[config.mk]
export PLATFORM = sky130hd
export DESIGN_NAME = ds1302_engine_flat
export DESIGN_NICKNAME = d
export VERILOG_FILES = /design/src/rtl/ds1302_pkg.sv /design/src/rtl/ds1302_engine_if.sv /design/src/rtl/ds1302_shifter.sv /design/src/rtl/ds1302_engine.sv /design/src/flat_wrapper.sv
export SDC_FILE = /design/constraint.sdc
export NUM_CORES = 1
export LEC_CHECK = 0
export CORE_UTILIZATION = 55
export CTS_CLUSTER_DIAMETER = 150
export DETAILED_ROUTE_END_ITERATION = 7
export PLACE_DENSITY = 0.8
export SYNTH_ARGS = -nofsm -noshare
export SYNTH_HDL_FRONTEND = slang
export SYNTH_SLANG_ARGS = --single-unit
[constraint.sdc]
create_clock -name clk -period 3.2 [get_ports clk]
set_clock_uncertainty 0.15 [all_clocks]
set_input_delay 0.32 -clock clk [delete_from_list [all_inputs] [get_ports clk]]
set_output_delay 0.32 -clock clk [all_outputs]
set_load 0.03 [all_outputs]
[src/rtl/ds1302_pkg.sv]
// Shared types and command-byte layout for the DS1302 three-wire engine.
package ds1302_pkg;

    typedef enum logic [2:0] {
        ST_IDLE,
        ST_SETUP,
        ST_CMD,
        ST_WDATA,
        ST_RDATA,
        ST_HOLD,
        ST_RECOVER
    } state_e;

    typedef enum logic [1:0] {
        OP_WR,
        OP_RD,
        OP_BURST
    } op_e;

    localparam logic [7:0] CMD_BURST_RD  = 8'hBF;
    localparam int         CMD_RAM_BIT   = 6;
    localparam int         CMD_RNW_BIT   = 0;
    localparam int         MAX_BURST_LEN = 8;

    // Command byte: {1, ram, addr[4:0], rnw}
    function automatic logic [7:0] make_cmd(input logic [5:0] addr, input logic rnw);
        logic [7:0] c;
        c              = 8'h80;
        c[CMD_RAM_BIT] = addr[5];
        c[5:1]         = addr[4:0];
        c[CMD_RNW_BIT] = rnw;
        return c;
    endfunction

endpackage

[src/rtl/ds1302_engine_if.sv]
// Requester-side and pin-side signals of the DS1302 engine.
interface ds1302_engine_if #(
    parameter int BURST_LEN = 7
);
    logic                   wrReq;
    logic [5:0]             wrAddr;
    logic [7:0]             wrData;
    logic                   rdReq;
    logic [5:0]             rdAddr;
    logic                   burstReq;
    logic                   busy;
    logic                   done;
    logic [7:0]             rdData;
    logic [8*BURST_LEN-1:0] burstData;
    logic                   burstValid;
    logic                   sclk;
    logic                   ce;
    logic                   ioOut;
    logic                   ioOe;
    logic                   ioIn;

    modport slave (
        input  wrReq, wrAddr, wrData, rdReq, rdAddr, burstReq, ioIn,
        output busy, done, rdData, burstData, burstValid, sclk, ce, ioOut, ioOe
    );

    modport master (
        output wrReq, wrAddr, wrData, rdReq, rdAddr, burstReq, ioIn,
        input  busy, done, rdData, burstData, burstValid, sclk, ce, ioOut, ioOe
    );
endinterface

[src/rtl/ds1302_shifter.sv]
// LSB-first 8-bit shift register shared by transmit and receive, with bit counter.
module ds1302_shifter (
    input  logic       clk,
    input  logic       rst,
    input  logic       load_i,
    input  logic [7:0] load_val_i,
    input  logic       step_i,
    input  logic       tx_i,
    input  logic       capture_i,
    input  logic       rx_i,
    output logic [7:0] data_o,
    output logic       next_bit_o,
    output logic       last_o
);
    logic [7:0] sr_q, sr_d;
    logic [2:0] cnt_q, cnt_d;

    always_comb begin
        sr_d  = sr_q;
        cnt_d = cnt_q;
        if (load_i) begin
            sr_d  = load_val_i;
            cnt_d = 3'd0;
        end else if (capture_i) begin
            sr_d = {rx_i, sr_q[7:1]};
        end else if (step_i) begin
            // The counter advances once per SCLK period, at the end of its high half
            cnt_d = cnt_q + 3'd1;
            if (tx_i) sr_d = {1'b0, sr_q[7:1]};
        end
    end

    always_ff @(posedge clk or negedge rst) begin
        if (!rst) begin
            sr_q  <= '0;
            cnt_q <= '0;
        end else begin
            sr_q  <= sr_d;
            cnt_q <= cnt_d;
        end
    end

    assign data_o     = sr_q;
    assign next_bit_o = sr_q[1];
    assign last_o     = (cnt_q == 3'd7);
endmodule

[src/rtl/ds1302_engine.sv]
// Arbitrated DS1302 transaction engine: single write, single read and clock-burst read.
module ds1302_engine
    import ds1302_pkg::*;
#(
    parameter int CLK_DIV   = 100,
    parameter int CE_GUARD  = 400,
    parameter int BURST_LEN = 7
) (
    input  logic           clk,
    input  logic           rst,
    ds1302_engine_if.slave bus
);
    localparam int TMAX = (CE_GUARD > CLK_DIV) ? CE_GUARD : CLK_DIV;
    localparam int TW   = $clog2(TMAX + 1);
    localparam int BW   = $clog2(MAX_BURST_LEN);
    localparam int DW   = 8 * BURST_LEN;
    localparam logic [TW-1:0] GUARD_LAST = TW'(CE_GUARD - 1);
    localparam logic [TW-1:0] HALF_LAST  = TW'(CLK_DIV - 1);
    localparam logic [BW-1:0] BURST_LAST = BW'(BURST_LEN - 1);

    state_e          state_q, state_d;
    op_e             op_q, op_d;
    logic [TW-1:0]   tmr_q, tmr_d;
    logic            half_q, half_d;
    logic [BW-1:0]   byte_q, byte_d;
    logic [7:0]      cmd_q, cmd_d;
    logic [7:0]      wdata_q, wdata_d;
    logic [DW-1:0]   coll_q, coll_d;
    logic            sclk_q, sclk_d;
    logic            ce_q, ce_d;
    logic            oe_q, oe_d;
    logic            iout_q, iout_d;
    logic            busy_q, busy_d;
    logic            done_q, done_d;
    logic            bvalid_q, bvalid_d;
    logic [7:0]      rd_q, rd_d;
    logic [DW-1:0]   bd_q, bd_d;
    logic            io_s1_q, io_s2_q;

    logic            sh_load, sh_step, sh_tx, sh_cap;
    logic [7:0]      sh_val, sh_data;
    logic            sh_next, sh_last;
    logic            guard_end, half_end;
    logic [BW-1:0]   last_byte;

    ds1302_shifter u_shift (
        .clk        (clk),
        .rst        (rst),
        .load_i     (sh_load),
        .load_val_i (sh_val),
        .step_i     (sh_step),
        .tx_i       (sh_tx),
        .capture_i  (sh_cap),
        .rx_i       (io_s2_q),
        .data_o     (sh_data),
        .next_bit_o (sh_next),
        .last_o     (sh_last)
    );

    assign guard_end = (tmr_q == GUARD_LAST);
    assign half_end  = (tmr_q == HALF_LAST);
    assign last_byte = (op_q == OP_BURST) ? BURST_LAST : '0;

    always_comb begin
        state_d  = state_q;
        op_d     = op_q;
        tmr_d    = tmr_q + 1'b1;
        half_d   = half_q;
        byte_d   = byte_q;
        cmd_d    = cmd_q;
        wdata_d  = wdata_q;
        coll_d   = coll_q;
        sclk_d   = sclk_q;
        ce_d     = ce_q;
        oe_d     = oe_q;
        iout_d   = iout_q;
        busy_d   = busy_q;
        done_d   = 1'b0;
        bvalid_d = 1'b0;
        rd_d     = rd_q;
        bd_d     = bd_q;
        sh_load  = 1'b0;
        sh_val   = '0;
        sh_step  = 1'b0;
        sh_tx    = 1'b0;
        sh_cap   = 1'b0;

        case (state_q)
            ST_IDLE: begin
                tmr_d = '0;
                // Fixed priority: write, then burst, then single read
                if (bus.wrReq || bus.burstReq || bus.rdReq) begin
                    state_d = ST_SETUP;
                    busy_d  = 1'b1;
                    ce_d    = 1'b1;
                    wdata_d = bus.wrData;
                    if (bus.wrReq) begin
                        op_d  = OP_WR;
                        cmd_d = make_cmd(bus.wrAddr, 1'b0);
                    end else if (bus.burstReq) begin
                        op_d  = OP_BURST;
                        cmd_d = CMD_BURST_RD;
                    end else begin
                        op_d  = OP_RD;
                        cmd_d = make_cmd(bus.rdAddr, 1'b1);
                    end
                end
            end

            ST_SETUP: begin
                if (guard_end) begin
                    state_d = ST_CMD;
                    tmr_d   = '0;
                    half_d  = 1'b0;
                    sclk_d  = 1'b0;
                    oe_d    = 1'b1;
                    iout_d  = cmd_q[0];
                    sh_load = 1'b1;
                    sh_val  = cmd_q;
                end
            end

            ST_CMD, ST_WDATA, ST_RDATA: begin
                if (half_end) begin
                    tmr_d = '0;
                    if (!half_q) begin
                        half_d = 1'b1;
                        sclk_d = 1'b1;
                        sh_cap = (state_q == ST_RDATA);
                    end else begin
                        half_d  = 1'b0;
                        sclk_d  = 1'b0;
                        sh_step = 1'b1;
                        sh_tx   = (state_q != ST_RDATA);
                        if (!sh_last) begin
                            if (state_q != ST_RDATA) iout_d = sh_next;
                        end else if (state_q == ST_CMD) begin
                            if (op_q == OP_WR) begin
                                state_d = ST_WDATA;
                                sh_load = 1'b1;
                                sh_val  = wdata_q;
                                iout_d  = wdata_q[0];
                            end else begin
                                // Release the pin before the device starts driving
                                state_d = ST_RDATA;
                                oe_d    = 1'b0;
                                iout_d  = 1'b0;
                                byte_d  = '0;
                            end
                        end else if (state_q == ST_WDATA) begin
                            state_d = ST_HOLD;
                            oe_d    = 1'b0;
                            iout_d  = 1'b0;
                        end else begin
                            coll_d[8*byte_q +: 8] = sh_data;
                            if (byte_q == last_byte) state_d = ST_HOLD;
                            else                     byte_d  = byte_q + 1'b1;
                        end
                    end
                end
            end

            ST_HOLD: begin
                if (guard_end) begin
                    // Results are published only once the whole transaction has finished
                    state_d = ST_RECOVER;
                    tmr_d   = '0;
                    ce_d    = 1'b0;
                    done_d  = 1'b1;
                    if (op_q == OP_RD) rd_d = sh_data;
                    if (op_q == OP_BURST) begin
                        bd_d     = coll_q;
                        bvalid_d = 1'b1;
                    end
                end
            end

            ST_RECOVER: begin
                if (guard_end) begin
                    state_d = ST_IDLE;
                    tmr_d   = '0;
                    busy_d  = 1'b0;
                end
            end

            default: begin
                state_d = ST_IDLE;
                tmr_d   = '0;
            end
        endcase
    end

    always_ff @(posedge clk or negedge rst) begin
        if (!rst) begin
            state_q  <= ST_IDLE;
            op_q     <= OP_WR;
            tmr_q    <= '0;
            half_q   <= 1'b0;
            byte_q   <= '0;
            cmd_q    <= '0;
            wdata_q  <= '0;
            coll_q   <= '0;
            sclk_q   <= 1'b0;
            ce_q     <= 1'b0;
            oe_q     <= 1'b0;
            iout_q   <= 1'b0;
            busy_q   <= 1'b0;
            done_q   <= 1'b0;
            bvalid_q <= 1'b0;
            rd_q     <= '0;
            bd_q     <= '0;
            io_s1_q  <= 1'b0;
            io_s2_q  <= 1'b0;
        end else begin
            state_q  <= state_d;
            op_q     <= op_d;
            tmr_q    <= tmr_d;
            half_q   <= half_d;
            byte_q   <= byte_d;
            cmd_q    <= cmd_d;
            wdata_q  <= wdata_d;
            coll_q   <= coll_d;
            sclk_q   <= sclk_d;
            ce_q     <= ce_d;
            oe_q     <= oe_d;
            iout_q   <= iout_d;
            busy_q   <= busy_d;
            done_q   <= done_d;
            bvalid_q <= bvalid_d;
            rd_q     <= rd_d;
            bd_q     <= bd_d;
            io_s1_q  <= bus.ioIn;
            io_s2_q  <= io_s1_q;
        end
    end

    assign bus.sclk       = sclk_q;
    assign bus.ce         = ce_q;
    assign bus.ioOe       = oe_q;
    assign bus.ioOut      = iout_q;
    assign bus.busy       = busy_q;
    assign bus.done       = done_q;
    assign bus.burstValid = bvalid_q;
    assign bus.rdData     = rd_q;
    assign bus.burstData  = bd_q;
endmodule
[src/flat_wrapper.sv]
// flat-port wrapper written by rule: the top's interface ports become plain ports
module ds1302_engine_flat import ds1302_pkg::*;
#(
    parameter int CLK_DIV   = 100,
    parameter int CE_GUARD  = 400,
    parameter int BURST_LEN = 7
)
  (clk, rst, bus_wrReq, bus_wrAddr, bus_wrData, bus_rdReq, bus_rdAddr, bus_burstReq, bus_ioIn, bus_busy, bus_done, bus_rdData, bus_burstData, bus_burstValid, bus_sclk, bus_ce, bus_ioOut, bus_ioOe);
  ds1302_engine_if #(.BURST_LEN(BURST_LEN)) bus_i ();
  input  logic clk;
  input  logic rst;
  input wire logic [$bits(bus_i.wrReq)-1:0] bus_wrReq;
  input wire logic [$bits(bus_i.wrAddr)-1:0] bus_wrAddr;
  input wire logic [$bits(bus_i.wrData)-1:0] bus_wrData;
  input wire logic [$bits(bus_i.rdReq)-1:0] bus_rdReq;
  input wire logic [$bits(bus_i.rdAddr)-1:0] bus_rdAddr;
  input wire logic [$bits(bus_i.burstReq)-1:0] bus_burstReq;
  input wire logic [$bits(bus_i.ioIn)-1:0] bus_ioIn;
  output wire logic [$bits(bus_i.busy)-1:0] bus_busy;
  output wire logic [$bits(bus_i.done)-1:0] bus_done;
  output wire logic [$bits(bus_i.rdData)-1:0] bus_rdData;
  output wire logic [$bits(bus_i.burstData)-1:0] bus_burstData;
  output wire logic [$bits(bus_i.burstValid)-1:0] bus_burstValid;
  output wire logic [$bits(bus_i.sclk)-1:0] bus_sclk;
  output wire logic [$bits(bus_i.ce)-1:0] bus_ce;
  output wire logic [$bits(bus_i.ioOut)-1:0] bus_ioOut;
  output wire logic [$bits(bus_i.ioOe)-1:0] bus_ioOe;
  assign bus_i.wrReq = bus_wrReq;
  assign bus_i.wrAddr = bus_wrAddr;
  assign bus_i.wrData = bus_wrData;
  assign bus_i.rdReq = bus_rdReq;
  assign bus_i.rdAddr = bus_rdAddr;
  assign bus_i.burstReq = bus_burstReq;
  assign bus_i.ioIn = bus_ioIn;
  assign bus_busy = bus_i.busy;
  assign bus_done = bus_i.done;
  assign bus_rdData = bus_i.rdData;
  assign bus_burstData = bus_i.burstData;
  assign bus_burstValid = bus_i.burstValid;
  assign bus_sclk = bus_i.sclk;
  assign bus_ce = bus_i.ce;
  assign bus_ioOut = bus_i.ioOut;
  assign bus_ioOe = bus_i.ioOe;
  ds1302_engine #(.CLK_DIV(CLK_DIV), .CE_GUARD(CE_GUARD), .BURST_LEN(BURST_LEN)) u_core (.clk(clk), .rst(rst), .bus(bus_i));
endmodule
* Yosys cells after proc, flatten, opt, wreduce, memory -nomap -nowiden
Cells that the tools add are included.
** Word-level totals
- Logic and storage cells :: 164
- Memories :: 0
- Input port bits :: 26
- Latch bits :: 0
- Bits in read-only memories :: 0
- Output and inout port bits :: 71
- Bits in registers :: 173
- RAM bits :: 0
** Cells by class
- Bitwise operators :: 2
- Multipliers :: 0
- $add $sub $neg :: 4
- Equal/unequal tests :: 29
- Div/mod/pow operators :: 0
- Shift operators :: 2
- Mux-type cells :: 82
- Magnitude comparators :: 0
- Reduce and logical (&&, ||, !) cells :: 25
** Operators with widths (number)
- 8-bit two-way mux :: 11
- 3-bit two-way mux :: 19
- 56-bit bitwise mux :: 1
- 8-bit by 34-bit variable shift with 56-bit output (first input constant) :: 1
- 8-bit by 34-bit variable part select with 56-bit output :: 1
- 1-bit two-way mux :: 37
- 6-bit negator with 34-bit output :: 1
- 2-bit by 1-bit inequality test with 1-bit output (second input constant) :: 10
- 9-bit two-way mux :: 2
- 9-bit case mux with 2 select lines :: 1
- 8-bit case mux with 2 select lines :: 1
- 3-bit case mux with 5 select lines :: 1
- 3-bit AND reduction :: 5
- 7-bit AND reduction :: 2
- 3-bit == test (second input constant) :: 4
- 1-bit case mux with 2 select lines :: 6
- 6-bit AND reduction :: 2
- 9-bit by 1-bit adder with 9-bit output (second input constant) :: 1
- 9-bit by 7-bit == test with 1-bit output (second input constant) :: 1
- 9-bit == test (second input constant) :: 1
- 8-bit AND reduction :: 1
- 2-bit nonzero test :: 4
- 7-bit two-way mux :: 1
- 3-bit by 1-bit adder with 3-bit output (second input constant) :: 2
- 18 further kinds :: 28

* Depth between registers and ports, before layout
- Word-level depth :: 10
- Mapped depth :: 9
- Depth with buffers taken out :: 7

* Modules after synthesis
A second synthesis with hierarchy kept.
** Second synthesis, totals
- Cells, all modules :: 607
- Area, all modules :: 7297.0 um2
** Modules (own cells, without submodules)
- ds1302_engine :: times used 1, sequential area each 4053.9 um2, cells an instance 557, area each 6734.0 um2
- ds1302_shifter :: times used 1, sequential area each 275.3 um2, cells an instance 50, area each 563.0 um2

* Worst setup path before layout
No wires, ideal clock.
- Kind :: reg2reg
- Start point :: register u_core.tmr_q[2]
- End point :: register u_core.state_q[1]
- Arrival time :: 2089 ps
- Period minus slack after synthesis :: 2363 ps
- Library setup time :: 125 ps
- Setup slack :: 837 ps
- Cell stages (with the launch flop) :: 6
- Buffers on the path :: 0
- Required time :: 2925 ps
- Cells stage by stage :: dfrtp_1 or4_4 nor3_1 nor2_1 a2111oi_2 mux2_2
** Between the ends
- Word-level cells in the longest chain between the ends :: 3
- Elaborated cells between the ends (all ways) :: 7
- Those cells by class :: 6 x eq/ne; 1 x reduce/logical
** RTL lines
- start: declaration :: RTL line ds1302_engine.sv:23 : logic [TW-1:0] tmr_q, tmr_d;
- start signal: assignment :: RTL line ds1302_engine.sv:217 : tmr_q <= tmr_d;
- 9-bit == test / 9-bit by 7-bit == test with 1-bit output (equally long branches) :: RTL line ds1302_engine.sv:60, ds1302_engine.sv:61
- 2-bit by 1-bit inequality test with 1-bit output (no line)
- 8-bit AND reduction (no line) (*)
- end signal: assignment :: RTL line ds1302_engine.sv:215 : state_q <= state_d;
- end: declaration :: RTL line ds1302_engine.sv:21 : state_e state_q, state_d;
Mark *: on every way between the ends. The rest lies on a longest branch, timed or not.
A chain may end at the register's enable or synchronous reset.

* Final worst setup path
- Start point :: register u_core.tmr_q[2]
- End point :: register u_core.coll_q[41]
** Between the ends
- Word-level cells in the longest chain between the ends :: 2
** RTL lines
- 9-bit by 7-bit == test with 1-bit output :: RTL line ds1302_engine.sv:61 : assign half_end = (tmr_q == HALF_LAST);
- 6-bit AND reduction (no line)
- end signal: assignment :: RTL line ds1302_engine.sv:222 : coll_q <= coll_d;
- end: declaration :: RTL line ds1302_engine.sv:28 : logic [DW-1:0] coll_q, coll_d;
Every way passes these cells.

==> impl_metrics.sql <==
INSERT INTO impl_metrics (metric_group, metric, value, unit) VALUES
('cts', 'post-cts-setup-buffers', '0', ''),
('sta', 'report.final.hold_viol_count', '0', ''),
('sta', 'finalSetupTns', '0', 'ps'),
('sta', 'timing_worst_slew_pin_value', '1030', 'ps'),
('power', 'power_per_cell_area', '551', 'mW/mm2'),
('die', 'fp.dieH', '118', 'um'),
('cts', 'clock_path_buffers', '2', ''),
('grt', 'grt_pass1_wl', '26300', 'um'),
('route', 'detail_route.vias_per_cell', '5.56', ''),
('cells_and_area', 'postLayoutCoreUtil', '71.6', '%'),
('route', 'wl_per_cell', '17.7', 'um'),
('synthesis', 'synth_adder_area_share', '1.53', '%'),
('die', 'standard_cell_row_count', '41', ''),
('route', 'drt-initial-drc-count', '287', ''),
('sta', 'grt_setup_unrepaired', 'false', ''),
('die', 'floorplan.initialDensity', '57.5', '%'),
('route', 'route.final.wire_length', '15700', 'um'),
('cts', 'ctsHtreeMaxLevel', '4', ''),
('cts', 'clkSinkCount', '173', ''),
('route', 'firstDrtPassIters', '4', ''),
('setup_path', 'regToRegSetupSlack', '530', 'ps'),
('cts', 'worst_skew_late_latency', '430', 'ps'),
('synthesis', 'combinational_family_with_the_most_area_after_synthesis', 'multiplexers', ''),
('setup_path', 'required_time_reported_for_the_critical_path_endpoint', '3360', 'ps'),
('grt', 'largest_net_degree_at_the_start_of_global_routing', '69', ''),
('grt', 'grt_overflow_total', '0', ''),
('synthesis', 'synth_seq_cells', '173', ''),
('placement', 'numPortBuffers', '96', ''),
('die', 'floorplan.die.width', '118', 'um'),
('cts', 'root_buffer', 'clkbuf_16', ''),
('synthesis', 'synth_compound_gate_area_share', '7.04', '%'),
('setup_path', 'crit_path_cell_trace', 'or4_4 -> a2111o_1 -> nor3_1 -> and2_1 -> mux2_2', ''),
('die', 'floorplan.die_area', '0.0139', 'mm2'),
('cells_and_area', 'final_layout_size_suffix_gt1_share', '24.3', '%'),
('run_status', 'status', 'complete, no violations', ''),
('sta', 'post-route-min-period', '2670', 'ps'),
('synthesis', 'post_synth_mux_area_share', '17.7', '%'),
('grt', 'antenna_found_initial', '0', ''),
('grt', 'grt.total_usage', '24.4', '%'),
('synthesis', 'synth_edf_count', '0', ''),
('placement', 'place.gp.congestion', '0.915', ''),
('setup_path', 'worst_path_largest_cell_delay', '600', 'ps'),
('cells_and_area', 'syn_to_final_growth', '24.5', '%'),
('cts', 'path_clk_slew', '60', 'ps'),
('synthesis', 'yosys_warnings', '0', ''),
('synthesis', 'synth-seq-area-share', '58.7', '%'),
('synthesis', 'post_synthesis_share_of_cell_area_spent_on_and_or_nand_and_nor_gates', '12.4', '%'),
('synthesis', 'synth_cell_type_count', '59', ''),
('setup_path', 'crit_path_start_kind', 'register', ''),
('cells_and_area', 'final_cell_mix', '173 x dfrtp_1, 112 x mux2_2, 95 x clkdlybuf4s50_1', ''),
('cells_and_area', 'layout_commonest_cell', 'dfrtp_1', ''),
('cts', 'cts_buffers', '17', ''),
('route', 'vias', '4915', ''),
('setup_path', 'cp_max_fo', '8', ''),
('power', 'total_leakage_power', '4.29', 'nW'),
('job', 'timing.max_cap.violations', '0', ''),
('sta', 'min_period_over_period', '83.6', '%'),
('route', 'route.antenna.remaining_nets', '0', ''),
('synthesis', 'ys_async_sr_fraction', '100', '%'),
('setup_path', 'worst-setup-path-type', 'register to register', ''),
('synthesis', 'yosys.area_share.xor_xnor', '0.951', '%'),
('setup_path', 'crit_buf_inv', '0', ''),
('cts', 'cts_tree', 'done', ''),
('synthesis', 'synth_area', '0.00737', 'mm2'),
('sta', 'max_slew_violations', '0', ''),
('setup_path', 'cp_top_family', 'simple AND/OR/NAND/NOR gates', ''),
('power', 'peakVddDrop', '0.311', 'mV'),
('sta', 'relSlewSlack', '30.5', '%'),
('synthesis', 'synth_top_flop_cell', 'dfrtp_1', ''),
('cells_and_area', 'number_of_nets_in_the_layout', '736', ''),
('synthesis', 'synth_area_per_cell', '12.5', 'um2'),
('synthesis', 'syn-num-nets', '626', ''),
('synthesis', 'syn-instance-count', '591', ''),
('cells_and_area', 'antenna_diodes', '0', ''),
('die', 'io_pins', '97', ''),
('setup_path', 'crit_slowest_cell', 'or4_4', ''),
('setup_path', 'worstPathArrival', '2840', 'ps'),
('setup_path', 'critPathCaptureType', 'register', ''),
('sta', 'number_of_setup_violations_in_the_final_report', '0', ''),
('route', 'drc', '0', ''),
('placement', 'hpwl_after_dpl', '10800', 'um'),
('sta', 'fmax', '0.374', 'GHz'),
('grt', 'grt_pass1_vias', '5081', ''),
('hold_path', 'worst_hold_path_type', 'input pin to register', ''),
('die', 'coreArea', '0.0128', 'mm2');
power by group:
group / switching [mW] / internal, mW / total, mW
logic: 0.357 / 0.233 / 0.590
registers: 0.104 / 2.34 / 2.44
clock network: 0.852 / 1.17 / 2.02
path summary, 6_finish.rpt:
path	endpoint	startpoint	cells past startpoint
worst max-delay path	u_core.coll_q[41]$_DFFE_PN0P_	u_core.tmr_q[2]$_DFF_PN0_	5
worst min-delay path	u_core.io_s1_q$_DFF_PN0_	bus_ioIn	1
worst max register to register	u_core.coll_q[41]$_DFFE_PN0P_	u_core.tmr_q[2]$_DFF_PN0_	5
worst min register to register	u_core.io_s2_q$_DFF_PN0_	u_core.io_s1_q$_DFF_PN0_	0
max in group asynchronous	u_core.bus.ioOut$_DFFE_PN0P_	rst	3
min in group asynchronous	u_core.bus.burstData[23]$_DFFE_PN0P_	rst	2
synthesized netlist by cell type (all sizes together), types with 6 or more instances:
| master | count | area (um2) |
|---|---|---|
| a21oi | 9 | 45.0 |
| a22oi | 7 | 52.6 |
| a2bb2oi | 8 | 70.1 |
| and2 | 21 | 131 |
| buf | 10 | 56.3 |
| clkbuf | 10 | 37.5 |
| dfrtp | 173 | 4330 |
| ha | 9 | 113 |
| inv | 8 | 30.0 |
| mux2 | 113 | 1270 |
| nand2 | 64 | 245 |
| nand2b | 7 | 43.8 |
| nand3 | 12 | 65.1 |
| nor2 | 35 | 141 |
| nor3 | 9 | 50.1 |
| o21ai | 37 | 193 |
| o22ai | 6 | 37.5 |
final cells by class:
cell class / instances / area [um2]
clock buffer: 19 / 443
multi-input combinational: 390 / 2930
tap: 172 / 215
fill: 875 / 3650
clock inverter: 11 / 134
timing repair buffer: 111 / 1100
sequential: 173 / 4330
inverter: 8 / 30.0
registers in the layout, summed over array words and instances, names as in the netlist, 2 cells and up:
name                   cells
u_core.bus.burstData      56
u_core.bus.rdData          8
u_core.byte_q              3
u_core.cmd_q               8
u_core.coll_q             56
u_core.op_q                2
u_core.state_q             3
u_core.tmr_q               9
u_core.u_shift.cnt_q       3
u_core.u_shift.data_o      8
u_core.wdata_q             8
kinds of logic after synthesis:
| group | count (synthesis) |
|---|---|
| simple gates | 177 |
| flops | 173 |
| mux | 116 |
| compound gates | 80 |
| buf+inv | 28 |
| fa+ha+maj | 9 |
| xor+xnor | 8 |
per-stage QoR:
step,setup WS (ps),cells,hold WS [ps],power (mW),cell area [um2]
floorplan,837,591,-126,2.85,7370
global placement,631,853,182,3.05,8590
detailed placement,566,853,186,3.07,8590
CTS,545,884,188,5.09,9180
global route,339,884,193,5.27,9180
finish,525,884,195,5.05,9180
routing by layer:
metal  global-route usage [%]  vias up  routed length [um]
met5                        0        -                   0
met4                     8.65        0                 282
met3                     5.14       25                 766
met2                     39.8      134                7660
met1                     32.3     2437                6950
li1                         -     2319                   -
repair_timing:
item / CTS / global route
endpoints found under the setup margin: 0 / 0
hold buffers: 1 / 0
resized for setup: 0 / 0
hold endpoints to repair: 65 / 0
Note: power is estimated with default switching activity, not from simulation.
